===== src/rtl/nco_ctrl_pkg.sv =====
// Shared NCO control types: scheduler FSM states, hop table entry layout and
// the NCO pipeline latency default shared with the NCO wrapper.
package nco_ctrl_pkg;

  localparam int unsigned NCO_LAT_DEF = 10;
  localparam int unsigned HOP_APR     = 32;
  localparam int unsigned HOP_DWW     = 16;

  typedef enum logic [1:0] {
    IDLE,
    RUN,
    DRAIN
  } state_t;

  typedef struct packed {
    logic [HOP_APR-1:0] inc;
    logic [HOP_DWW-1:0] dwell;
  } hop_entry_t;

endpackage


===== src/rtl/nco_hop_sched_if.sv =====
// Control/config side and NCO side signals of the hop scheduler.
interface nco_hop_sched_if #(
  parameter int unsigned APR      = 32,
  parameter int unsigned LOG2NHOP = 3,
  parameter int unsigned DWW      = 16
) ();

  logic                cfg_we;
  logic [LOG2NHOP-1:0] cfg_addr;
  logic [APR-1:0]      cfg_inc;
  logic [DWW-1:0]      cfg_dwell;
  logic [LOG2NHOP-1:0] last_idx;
  logic                loop_en;
  logic                start;
  logic                stop;

  logic [APR-1:0]      phi_inc_o;
  logic                nco_clken;
  logic [LOG2NHOP-1:0] hop_idx;
  logic                busy;
  logic                settled;
  logic                done;

  modport master (
    output cfg_we, cfg_addr, cfg_inc, cfg_dwell, last_idx, loop_en, start, stop,
    input  phi_inc_o, nco_clken, hop_idx, busy, settled, done
  );

  modport slave (
    input  cfg_we, cfg_addr, cfg_inc, cfg_dwell, last_idx, loop_en, start, stop,
    output phi_inc_o, nco_clken, hop_idx, busy, settled, done
  );

endinterface


===== src/rtl/nco_hop_table.sv =====
// Hop register file: one synchronous write port, one combinational read port,
// cleared on reset.
module nco_hop_table
  import nco_ctrl_pkg::*;
#(
  parameter int unsigned NHOP     = 8,
  parameter int unsigned LOG2NHOP = 3
) (
  input  logic                clk,
  input  logic                reset,
  input  logic                we,
  input  logic [LOG2NHOP-1:0] wr_addr,
  input  hop_entry_t          wr_entry,
  input  logic [LOG2NHOP-1:0] rd_addr,
  output hop_entry_t          rd_entry
);

  hop_entry_t mem [NHOP];

  always_ff @(posedge clk) begin
    if (reset) begin
      for (int unsigned i = 0; i < NHOP; i++) begin
        mem[i] <= '0;
      end
    end else if (we) begin
      mem[wr_addr] <= wr_entry;
    end
  end

  assign rd_entry = mem[rd_addr];

endmodule


===== src/rtl/nco_hop_sched.sv =====
// Frequency-hop scheduler: steps the NCO phase increment through the hop table,
// tracks NCO settling per hop and flushes the NCO pipeline before stopping.
module nco_hop_sched
  import nco_ctrl_pkg::*;
#(
  parameter int unsigned APR      = nco_ctrl_pkg::HOP_APR,
  parameter int unsigned NHOP     = 8,
  parameter int unsigned LOG2NHOP = 3,
  parameter int unsigned DWW      = nco_ctrl_pkg::HOP_DWW,
  parameter int unsigned NCO_LAT  = nco_ctrl_pkg::NCO_LAT_DEF
) (
  input logic             clk,
  input logic             reset,
  nco_hop_sched_if.slave  bus
);

  localparam int unsigned CW = $clog2(NCO_LAT + 1);

  state_t              state;
  logic [LOG2NHOP-1:0] last_q;
  logic                loop_q;
  logic [DWW-1:0]      dwell_cnt;
  logic [CW-1:0]       settle_cnt;
  logic [CW-1:0]       drain_cnt;

  logic                last_hop;
  logic                load_hop;
  logic [LOG2NHOP-1:0] next_idx;
  logic [LOG2NHOP-1:0] rd_addr;
  logic [DWW-1:0]      dwell_ld;
  hop_entry_t          wr_entry;
  hop_entry_t          rd_entry;

  assign wr_entry = '{inc: HOP_APR'(bus.cfg_inc), dwell: HOP_DWW'(bus.cfg_dwell)};

  nco_hop_table #(
    .NHOP     (NHOP),
    .LOG2NHOP (LOG2NHOP)
  ) u_table (
    .clk      (clk),
    .reset    (reset),
    .we       (bus.cfg_we),
    .wr_addr  (bus.cfg_addr),
    .wr_entry (wr_entry),
    .rd_addr  (rd_addr),
    .rd_entry (rd_entry)
  );

  // The read port addresses entry 0 while idle and the following hop while running,
  // so a load always picks up the table contents at the moment of the load.
  always_comb begin
    last_hop = (bus.hop_idx == last_q);
    next_idx = last_hop ? '0 : bus.hop_idx + LOG2NHOP'(1);
    rd_addr  = (state == RUN) ? next_idx : '0;
    dwell_ld = (rd_entry.dwell == '0) ? '0 : DWW'(rd_entry.dwell) - DWW'(1);
    load_hop = 1'b0;
    if (state == IDLE) begin
      load_hop = bus.start && !bus.stop;
    end else if (state == RUN) begin
      load_hop = !bus.stop && (dwell_cnt == '0) && (!last_hop || loop_q);
    end
  end

  always_ff @(posedge clk) begin
    if (reset) begin
      state         <= IDLE;
      last_q        <= '0;
      loop_q        <= 1'b0;
      dwell_cnt     <= '0;
      settle_cnt    <= '0;
      drain_cnt     <= '0;
      bus.phi_inc_o <= '0;
      bus.nco_clken <= 1'b0;
      bus.hop_idx   <= '0;
      bus.busy      <= 1'b0;
      bus.settled   <= 1'b0;
      bus.done      <= 1'b0;
    end else begin
      bus.done <= 1'b0;

      if (state != IDLE && settle_cnt != '0) begin
        settle_cnt  <= settle_cnt - CW'(1);
        bus.settled <= (settle_cnt == CW'(1));
      end

      if (load_hop) begin
        bus.hop_idx   <= rd_addr;
        bus.phi_inc_o <= APR'(rd_entry.inc);
        dwell_cnt     <= dwell_ld;
        settle_cnt    <= CW'(NCO_LAT);
        bus.settled   <= (NCO_LAT == 0);
      end

      case (state)
        IDLE: begin
          if (load_hop) begin
            state         <= RUN;
            last_q        <= bus.last_idx;
            loop_q        <= bus.loop_en;
            bus.nco_clken <= 1'b1;
            bus.busy      <= 1'b1;
          end
        end
        RUN: begin
          if (bus.stop || (dwell_cnt == '0 && last_hop && !loop_q)) begin
            state     <= DRAIN;
            drain_cnt <= CW'(NCO_LAT - 1);
          end else if (!load_hop) begin
            dwell_cnt <= dwell_cnt - DWW'(1);
          end
        end
        DRAIN: begin
          if (drain_cnt == '0) begin
            state         <= IDLE;
            bus.done      <= 1'b1;
            bus.nco_clken <= 1'b0;
            bus.busy      <= 1'b0;
            bus.settled   <= 1'b0;
            settle_cnt    <= '0;
          end else begin
            drain_cnt <= drain_cnt - CW'(1);
          end
        end
        default: state <= IDLE;
      endcase
    end
  end

endmodule


===== src/flat_wrapper.sv =====
// flat-port wrapper written by rule: the top's interface ports become plain ports
module nco_hop_sched_flat import nco_ctrl_pkg::*;
#(
  parameter int unsigned APR      = nco_ctrl_pkg::HOP_APR,
  parameter int unsigned NHOP     = 8,
  parameter int unsigned LOG2NHOP = 3,
  parameter int unsigned DWW      = nco_ctrl_pkg::HOP_DWW,
  parameter int unsigned NCO_LAT  = nco_ctrl_pkg::NCO_LAT_DEF
)
  (clk, reset, bus_cfg_we, bus_cfg_addr, bus_cfg_inc, bus_cfg_dwell, bus_last_idx, bus_loop_en, bus_start, bus_stop, bus_phi_inc_o, bus_nco_clken, bus_hop_idx, bus_busy, bus_settled, bus_done);
  nco_hop_sched_if #(.APR(APR), .LOG2NHOP(LOG2NHOP), .DWW(DWW)) bus_i ();
  input logic clk;
  input logic reset;
  input wire logic [$bits(bus_i.cfg_we)-1:0] bus_cfg_we;
  input wire logic [$bits(bus_i.cfg_addr)-1:0] bus_cfg_addr;
  input wire logic [$bits(bus_i.cfg_inc)-1:0] bus_cfg_inc;
  input wire logic [$bits(bus_i.cfg_dwell)-1:0] bus_cfg_dwell;
  input wire logic [$bits(bus_i.last_idx)-1:0] bus_last_idx;
  input wire logic [$bits(bus_i.loop_en)-1:0] bus_loop_en;
  input wire logic [$bits(bus_i.start)-1:0] bus_start;
  input wire logic [$bits(bus_i.stop)-1:0] bus_stop;
  output wire logic [$bits(bus_i.phi_inc_o)-1:0] bus_phi_inc_o;
  output wire logic [$bits(bus_i.nco_clken)-1:0] bus_nco_clken;
  output wire logic [$bits(bus_i.hop_idx)-1:0] bus_hop_idx;
  output wire logic [$bits(bus_i.busy)-1:0] bus_busy;
  output wire logic [$bits(bus_i.settled)-1:0] bus_settled;
  output wire logic [$bits(bus_i.done)-1:0] bus_done;
  assign bus_i.cfg_we = bus_cfg_we;
  assign bus_i.cfg_addr = bus_cfg_addr;
  assign bus_i.cfg_inc = bus_cfg_inc;
  assign bus_i.cfg_dwell = bus_cfg_dwell;
  assign bus_i.last_idx = bus_last_idx;
  assign bus_i.loop_en = bus_loop_en;
  assign bus_i.start = bus_start;
  assign bus_i.stop = bus_stop;
  assign bus_phi_inc_o = bus_i.phi_inc_o;
  assign bus_nco_clken = bus_i.nco_clken;
  assign bus_hop_idx = bus_i.hop_idx;
  assign bus_busy = bus_i.busy;
  assign bus_settled = bus_i.settled;
  assign bus_done = bus_i.done;
  nco_hop_sched #(.APR(APR), .NHOP(NHOP), .LOG2NHOP(LOG2NHOP), .DWW(DWW), .NCO_LAT(NCO_LAT)) u_core (.clk(clk), .reset(reset), .bus(bus_i));
endmodule

===== config.mk =====
export PLATFORM = sky130hd
export DESIGN_NAME = nco_hop_sched_flat
export DESIGN_NICKNAME = d
export VERILOG_FILES = /design/src/rtl/nco_ctrl_pkg.sv /design/src/rtl/nco_hop_sched_if.sv /design/src/rtl/nco_hop_table.sv /design/src/rtl/nco_hop_sched.sv /design/src/flat_wrapper.sv
export SDC_FILE = /design/constraint.sdc
export NUM_CORES = 1
export LEC_CHECK = 0
export BUFFER_PORTS_ARGS = -buffer_cell sky130_fd_sc_hd__buf_2
export CORE_UTILIZATION = 50
export DETAILED_ROUTE_END_ITERATION = 10
export MAX_ROUTING_LAYER = met4
export PLACE_DENSITY = 0.7
export SYNTH_ARGS = -nofsm -noshare
export SYNTH_HDL_FRONTEND = slang
export SYNTH_SLANG_ARGS = --single-unit

===== constraint.sdc =====
create_clock -name clk -period 3.4 [get_ports clk]
set_input_delay 0.17 -clock clk [delete_from_list [all_inputs] [get_ports clk]]
set_output_delay 0.17 -clock clk [all_outputs]
set_load 0.01 [all_outputs]

==> Word level (Yosys, flattened, before mapping) <==
Memories as Yosys holds them, arrays and structs flattened.
Index checks and enable logic that the tools add are counted.
{ "totals": {"regBits": 68, "ramBits": 384, "input_bits": 60, "out_inout_bits": 39, "word_cells": 87, "mem_count": 1} }
{ "mem_list": {"columns": ["name", "depth", "width", "rd", "rd_ports_with_merged_regs", "wr", "line", "rtl"], "rows": [
  ["u_core.u_table.mem", 8, 48, 1, 0, 8, "nco_hop_table.sv:18", "hop_entry_t mem [NHOP];"]
]} }
{ "classes": {"n_addsub": 5, "eq_ne": 8, "n_mux": 36, "bitwise_logic": 1, "n_reduce_logical": 25} }
{ "ops": {"columns": ["cell", "count"], "rows": [
  ["16-bit two-way mux", 5],
  ["48-bit two-way mux", 1],
  ["48-bit OR reduction", 1],
  ["16-bit logical NOT", 2],
  ["16-bit by 1-bit subtractor with 16-bit output, second input constant", 2],
  ["4-bit two-way mux", 6],
  ["1-bit two-way mux", 15],
  ["3-bit two-way mux", 3],
  ["3-bit AND reduction", 3],
  ["4-bit one-hot mux with 2 select lines", 1],
  ["4-bit by 1-bit subtractor with 4-bit output, second input constant", 2],
  ["1-bit logical AND", 6],
  ["2-bit two-way mux", 3],
  ["2-bit one-hot mux with 3 select lines", 1],
  ["2-bit nonzero test", 3],
  ["4-bit by 1-bit == test with 1-bit output, second input constant", 1],
  ["4-bit logical NOT", 1],
  ["2-bit by 1-bit inequality test with 1-bit output, second input constant", 2],
  ["2-bit inequality test, second input constant", 2],
  ["4-bit nonzero test", 1],
  ["3-bit by 1-bit adder with 3-bit output, second input constant", 1],
  ["3-bit == test", 1],
  ["1-bit logical NOT", 3],
  ["2-bit by 1-bit == test with 1-bit output, second input constant", 1],
  ["other kinds (7)", 8]
]} }

==> Depth between registers and ports, before layout <==
{ "depth": {"word_depth": 10, "ltp_mapped": 18, "ltp_nobuf": 13} }

==> By module <==
From an unflattened synthesis, not the netlist that was laid out.
{ "unflattened": {"cells_unflattened": 1499, "area_unflattened_um2": 20701.1} }
{ "modules_own_cells": {"columns": ["mod", "instances", "cells_per_inst", "area_per_inst_um2", "seq_area_each_um2"], "rows": [
  ["nco_hop_table", 1, 1087, 17300.3, 11531.1],
  ["nco_hop_sched", 1, 412, 3400.8, 1361.3]
]} }

==> Least setup slack after synthesis <==
OpenSTA, ideal clock, no wires.
{ "synth_path": {"path_type": "register to register", "startpoint": "register u_core.bus.hop_idx[1]", "endpoint": "register u_core.dwell_cnt[12]", "setup_time_ns": 0.075, "arrival_time_ns": 3.393, "required_time_ns": 3.325, "setup_slack_ns": -0.068, "path_stages_with_launch": 18, "path_buffers": 5, "synth_period_minus_slack_ns": 3.468, "cell_sequence": "dfxtp_1 > ha_1 > clkbuf_1 > clkbuf_1 > buf_1 > nand3_1 > a21oi_1 > a211oi_2 > nor3_1 > nor2_1 > ha_1 > nor2b_1 > and3_1 > buf_2 > nand2_2 > o31ai_4 > buf_6 > o22ai_1"} }
{ "synth_between": {"elab_chain_cells": 10, "word_cells_on_any_way": 20, "classes_between": "2 x add/sub; 1 x eq/ne; 9 x mux; 7 x reduce/logical; 1 x memory"} }
{ "synth_lines": {"columns": ["item", "line", "rtl"], "rows": [
  ["start, declared", "nco_hop_sched_if.sv:31", "output phi_inc_o, nco_clken, hop_idx, busy, settled, done"],
  ["start signal, assigned", "nco_hop_sched.sv:87", "bus.hop_idx <= rd_addr;"],
  ["3-bit by 1-bit adder with 3-bit output / 3-bit == test (equally long branches)", "nco_hop_sched.sv:53, nco_hop_sched.sv:52", null],
  ["3-bit two-way mux / 1-bit logical NOT (equally long branches)", "nco_hop_sched.sv:53, nco_hop_sched.sv:60", null],
  ["3-bit two-way mux / 1-bit logical OR (equally long branches)", "nco_hop_sched.sv:54, nco_hop_sched.sv:60", null],
  ["memory read 8 x 48 bit / 1-bit logical AND (equally long branches)", null, null],
  ["16-bit by 1-bit subtractor with 16-bit output, or another cell as far along", "nco_hop_sched.sv:55", "dwell_ld = (rd_entry.dwell == '0) ? '0 : DWW'(rd_entry.dwell) - DWW'(1);"],
  ["16-bit two-way mux / 1-bit two-way mux (equally long branches)", "nco_hop_sched.sv:55, nco_hop_sched.sv:57", null],
  ["16-bit two-way mux", "nco_hop_sched.sv:86", "if (load_hop) begin"],
  ["16-bit two-way mux", "nco_hop_sched.sv:108", "end else if (!load_hop) begin"],
  ["16-bit two-way mux", "nco_hop_sched.sv:105", "if (bus.stop || (dwell_cnt == '0 && last_hop && !loop_q)) begin"],
  ["16-bit two-way mux (*)", "nco_hop_sched.sv:94", "case (state)"],
  ["end signal, assigned", "nco_hop_sched.sv:89", "dwell_cnt <= dwell_ld;"],
  ["end signal, assigned", "nco_hop_sched.sv:109", "dwell_cnt <= dwell_cnt - DWW'(1);"],
  ["end, declared", "nco_hop_sched.sv:22", "logic [DWW-1:0] dwell_cnt;"]
]} }
Mark *: on every way between the ends. The rest lies on a longest branch, timed or not.
A chain may end at the register's enable or synchronous reset.

==> Worst setup path after layout <==
{ "layout_path": {"startpoint": "register u_core.bus.hop_idx[0]", "endpoint": "register u_core.dwell_cnt[10]"} }
Same word-level chain as after synthesis.

==> summary.md <==
| Metric | Value |
|---|---|
| Status | `finished clean` |
| Top-count cell post-synth | `and2_1` |
| Synthesis-to-layout area growth | `16.3%` |
| Clock slew seen by the registers of the worst setup and hold paths | `0.06 ns` |
| Worst path slowest cell | `nor3_1` |
| Slew @ Worst Pin | `0.966 ns` |
| Clock Skew | `0.0276 ns` |
| Number of global-route vias before repair | `approximately 15000` |
| Grt peak-use layer | `met2` |
| Antenna Violating Nets Remaining | `0` |
| H-tree levels | `2` |
| Share of power burned in registers | `51.4%` |
| Rows | `74` |
| Crit path cell chain | `ha_1 > inv_1 > nor3_1 > a211oi_2 > nor3_2 > nor2_1 > ha_1 > nor2b_1 > and3_1 > buf_4 > nor2b_1 > xnor2_1 > o22ai_1` |
| GR met3 Demand/Resource | `4.24%` |
| Num ports | `99` |
| Commonest cells in the netlist | `and2_1 (388), edfxtp_1 (384), nand2_1 (290)` |
| CTS tree | `built` |
| Fmax | `316 MHz` |
| Fin util | `59.6%` |
| Worst Hold Class | `input pin to flop` |
| Largest net degree at the start of global routing | `slightly above 80` |
| Crit path arrival time | `3.62 ns` |
| Top cell type's share of synthesized area | `54.5%` |
| Die height | `208 um` |
| PD cells | `515 nW/um^2` |
| Int Pwr | `9.63 mW` |
| Die area | `43100 sq um` |
| Fin. max-slew vios | `0` |
| CP bufs+invs | `2` |
| Port bufs | `98` |
| DRC viols | `0` |
| Area leader, netlist | `edfxtp_1` |
| Maximum vdd drop | `roughly 0.43 mV` |
| Worst R2R Path Depth | `13` |
| Logic pwr share | `under 10%` |
| RD Place Congestion | `approximately 0.94` |
| Layout cells sized above 1 | `14.1%` |
| DR iter-0 viols | `roughly 1700` |
| GR Util met1 | `~36%` |
| Fin nets | `2111` |
| Hpwl dp | `around 33000 um` |
| Synthesized area | `between 20000 and 25000 sq um` |
| Synth Warn # | `0` |
| Num CTS Buffers | `47` |
| TNS Setup | `0 ns` |
| CP Capture Type | `flop` |
| Top FF cell, synth | `edfxtp_1` |
| Clock share of power | `39.2%` |
| CP startpoint kind | `flop` |
| FFs w/ async S/R, synth | `0%` |
| RSZ-0062 raised after global routing | `no` |
| Drt pass-1 iters | `6` |
| CP peak stage delay | `0.50 ns` |
| GRT Residual Overflow | `0` |
| Final worst slack | `0.231 ns` |
| Final min period | `approximately 3.2 ns` |
| Final setup violation count | `0` |
| Final Cycle Share | `a little over 90%` |
| Initial antenna violation count | `5` |
| Crit path kind | `flop to flop` |
| Yosys reg bits | `452` |
| Switching pwr | `3.06 mW` |
| Netlist cell types | `71` |
| Clock buffer depth | `3` |
| Cell count along the critical path | `13` |
| Design Area, Final | `24600 sq um` |
| Critical path required time | `just under 4 ns` |
| P_leak | `9.04 nW` |
| CP max FO | `8` |
| DR WL/cell | `21.9 um` |
| Net Sw Frac | `24.1%` |
| Max_slew headroom | `between 30 and 40%` |
| Via-to-Cell Ratio | `5.83` |
| Area of the core | `41300 sq um` |
| Routed WL | `57200 um` |
| Register area share after synthesis | `about three fifths` |
| Synthesized instance count | `1893` |
| MaxCap Viol Count | `0` |
| Clk_lat worst skew | `0.60 ns` |
| Met2 Use GR | `~44%` |
| DR vias | `15258` |
| Num Clock Sinks | `between 400 and 500` |
| Root buffer cell | `clkbuf_16` |
| Global-route wire length before repair | `approximately 87000 um` |
| Cells on Worst Hold Path | `2` |
| Placed Instance Area | `22600 sq um` |
| EDFF count, synth | `between 300 and 400` |
| Synth Net Count | `1964` |
| Pre-CTS WS | `0.251 ns` |
| Final Hold Viols | `0` |
| Die width | `208 um` |
| Crit path max-delay family | `simple AND/OR/NAND/NOR gates` |
| Overall routing resource usage | `27.3%` |
| Starting Density | `51.2%` |
| Avg Cell Area, Syn | `11.2 sq um` |
| Main area contributors after synthesis | `edfxtp_1 (55%), and2_1 (11%), dfxtp_1 (6.4%)` |
| Total power | `12.7 mW` |
[cell type report]
cell class              count  area [sq um]
inverters                  12          45.0
multi-input cells        1293          7730
fillers                  3345         16700
flip-flops and latches    452         12900
well taps                 532           666
diodes                      5          12.5
clock buffers              63          1280
clock inverters            24           203
repair buffers            234          1780
[flip-flops by register name (all words and copies together), names as in the netlist]
signal                cells
u_core.u_table.mem      384
u_core.bus.phi_inc_o     32
u_core.dwell_cnt         16
u_core.drain_cnt          4
u_core.settle_cnt         4
u_core.bus.hop_idx        3
u_core.last_q             3
u_core.state              2
u_core.bus.done           1
u_core.bus.nco_clken      1
u_core.bus.settled        1
u_core.loop_q             1
[cells in the final DEF (no fill, tap or decap), types with 12 or more instances in the layout]
cell / count
a211oi_1: 43
dfxtp_1: 67
dlygate4sd3_1: 49
xor2_1: 13
a21oi_1: 43
nand3_1: 77
buf_12: 12
o22ai_1: 21
nand2b_1: 16
nor3_1: 29
a31oi_1: 45
xnor2_1: 18
mux2i_1: 31
nand2_1: 290
buf_2: 98
a311oi_1: 32
clkbuf_1: 13
buf_4: 75
clkinv_1: 12
edfxtp_1: 384
and3_1: 34
nor2_1: 76
inv_1: 12
o21ai_0: 16
and2_1: 388
clkbuf_16: 48
[path summary, 6_finish.rpt]
| kind | start | to | slack (ns) |
|---|---|---|---|
| setup / recovery | u_core.bus.hop_idx[0]$_SDFFE_PP0P_ | u_core.dwell_cnt[10]$_SDFF_PP0_ | 0.23 |
| hold / removal | bus_cfg_dwell[6] | u_core.u_table.mem[0][6]$_SDFFCE_PN0P_ | 0.04 |
| setup reg to reg | u_core.bus.hop_idx[0]$_SDFFE_PP0P_ | u_core.dwell_cnt[10]$_SDFF_PP0_ | 0.23 |
| hold reg to reg | u_core.last_q[1]$_SDFFE_PP0P_ | u_core.last_q[1]$_SDFFE_PP0P_ | 0.47 |
[power by group through the flow]
| stage | clock (mW) | combinational (mW) | sequential (mW) |
|---|---|---|---|
| after floorplan | 0 | 0.671 | 6.60 |
| after global placement | 0 | 1.12 | 6.62 |
| after detailed placement | 0 | 1.14 | 6.63 |
| after CTS | 5.02 | 1.19 | 6.52 |
| after global routing | 5.23 | 1.30 | 6.55 |
| final | 4.97 | 1.20 | 6.52 |
[layer usage]
metal	routed length, um	part of all wire (%)
met3	4320	7.5
met2	27600	48
met4	1130	2.0
met1	24200	42
met5	0	0
[metrics by stage]
stage                     hold slack [ns]  instances
final                              0.0373       2615
after global routing               0.0312       2614
after CTS                         0.00877       2610
after detailed placement            0.448       2474
after global placement              0.425       2474
after floorplan                     0.317       1893
[kinds of logic after synthesis]
family | share of synthesized area (%)
compound gates | 8.22
simple gates | 24.0
flops | 60.9
buf+inv | 3.04
xor+xnor | 1.49
fa+ha+maj | 0.651
mux | 1.63
[what timing repair did]
item                                    4_1_cts  5_1_grt
hold buffers                                 49        0
resized for setup                             0        1
endpoints found under the setup margin        0        1
buffers inserted                              0        0
hold endpoints to repair                    336        0
[worst register-to-register path, stage by stage (launching register included)]
cell and delay [ns]:
dfxtp_2 0.35, ha_1 0.46, inv_1 0.19, nor3_1 0.50, a211oi_2 0.16, nor3_2 0.16
nor2_1 0.07, ha_1 0.22, nor2b_1 0.16, and3_1 0.20, buf_4 0.15, nor2b_1 0.14
xnor2_1 0.17, o22ai_1 0.10
(Power assumes the default switching activity.)
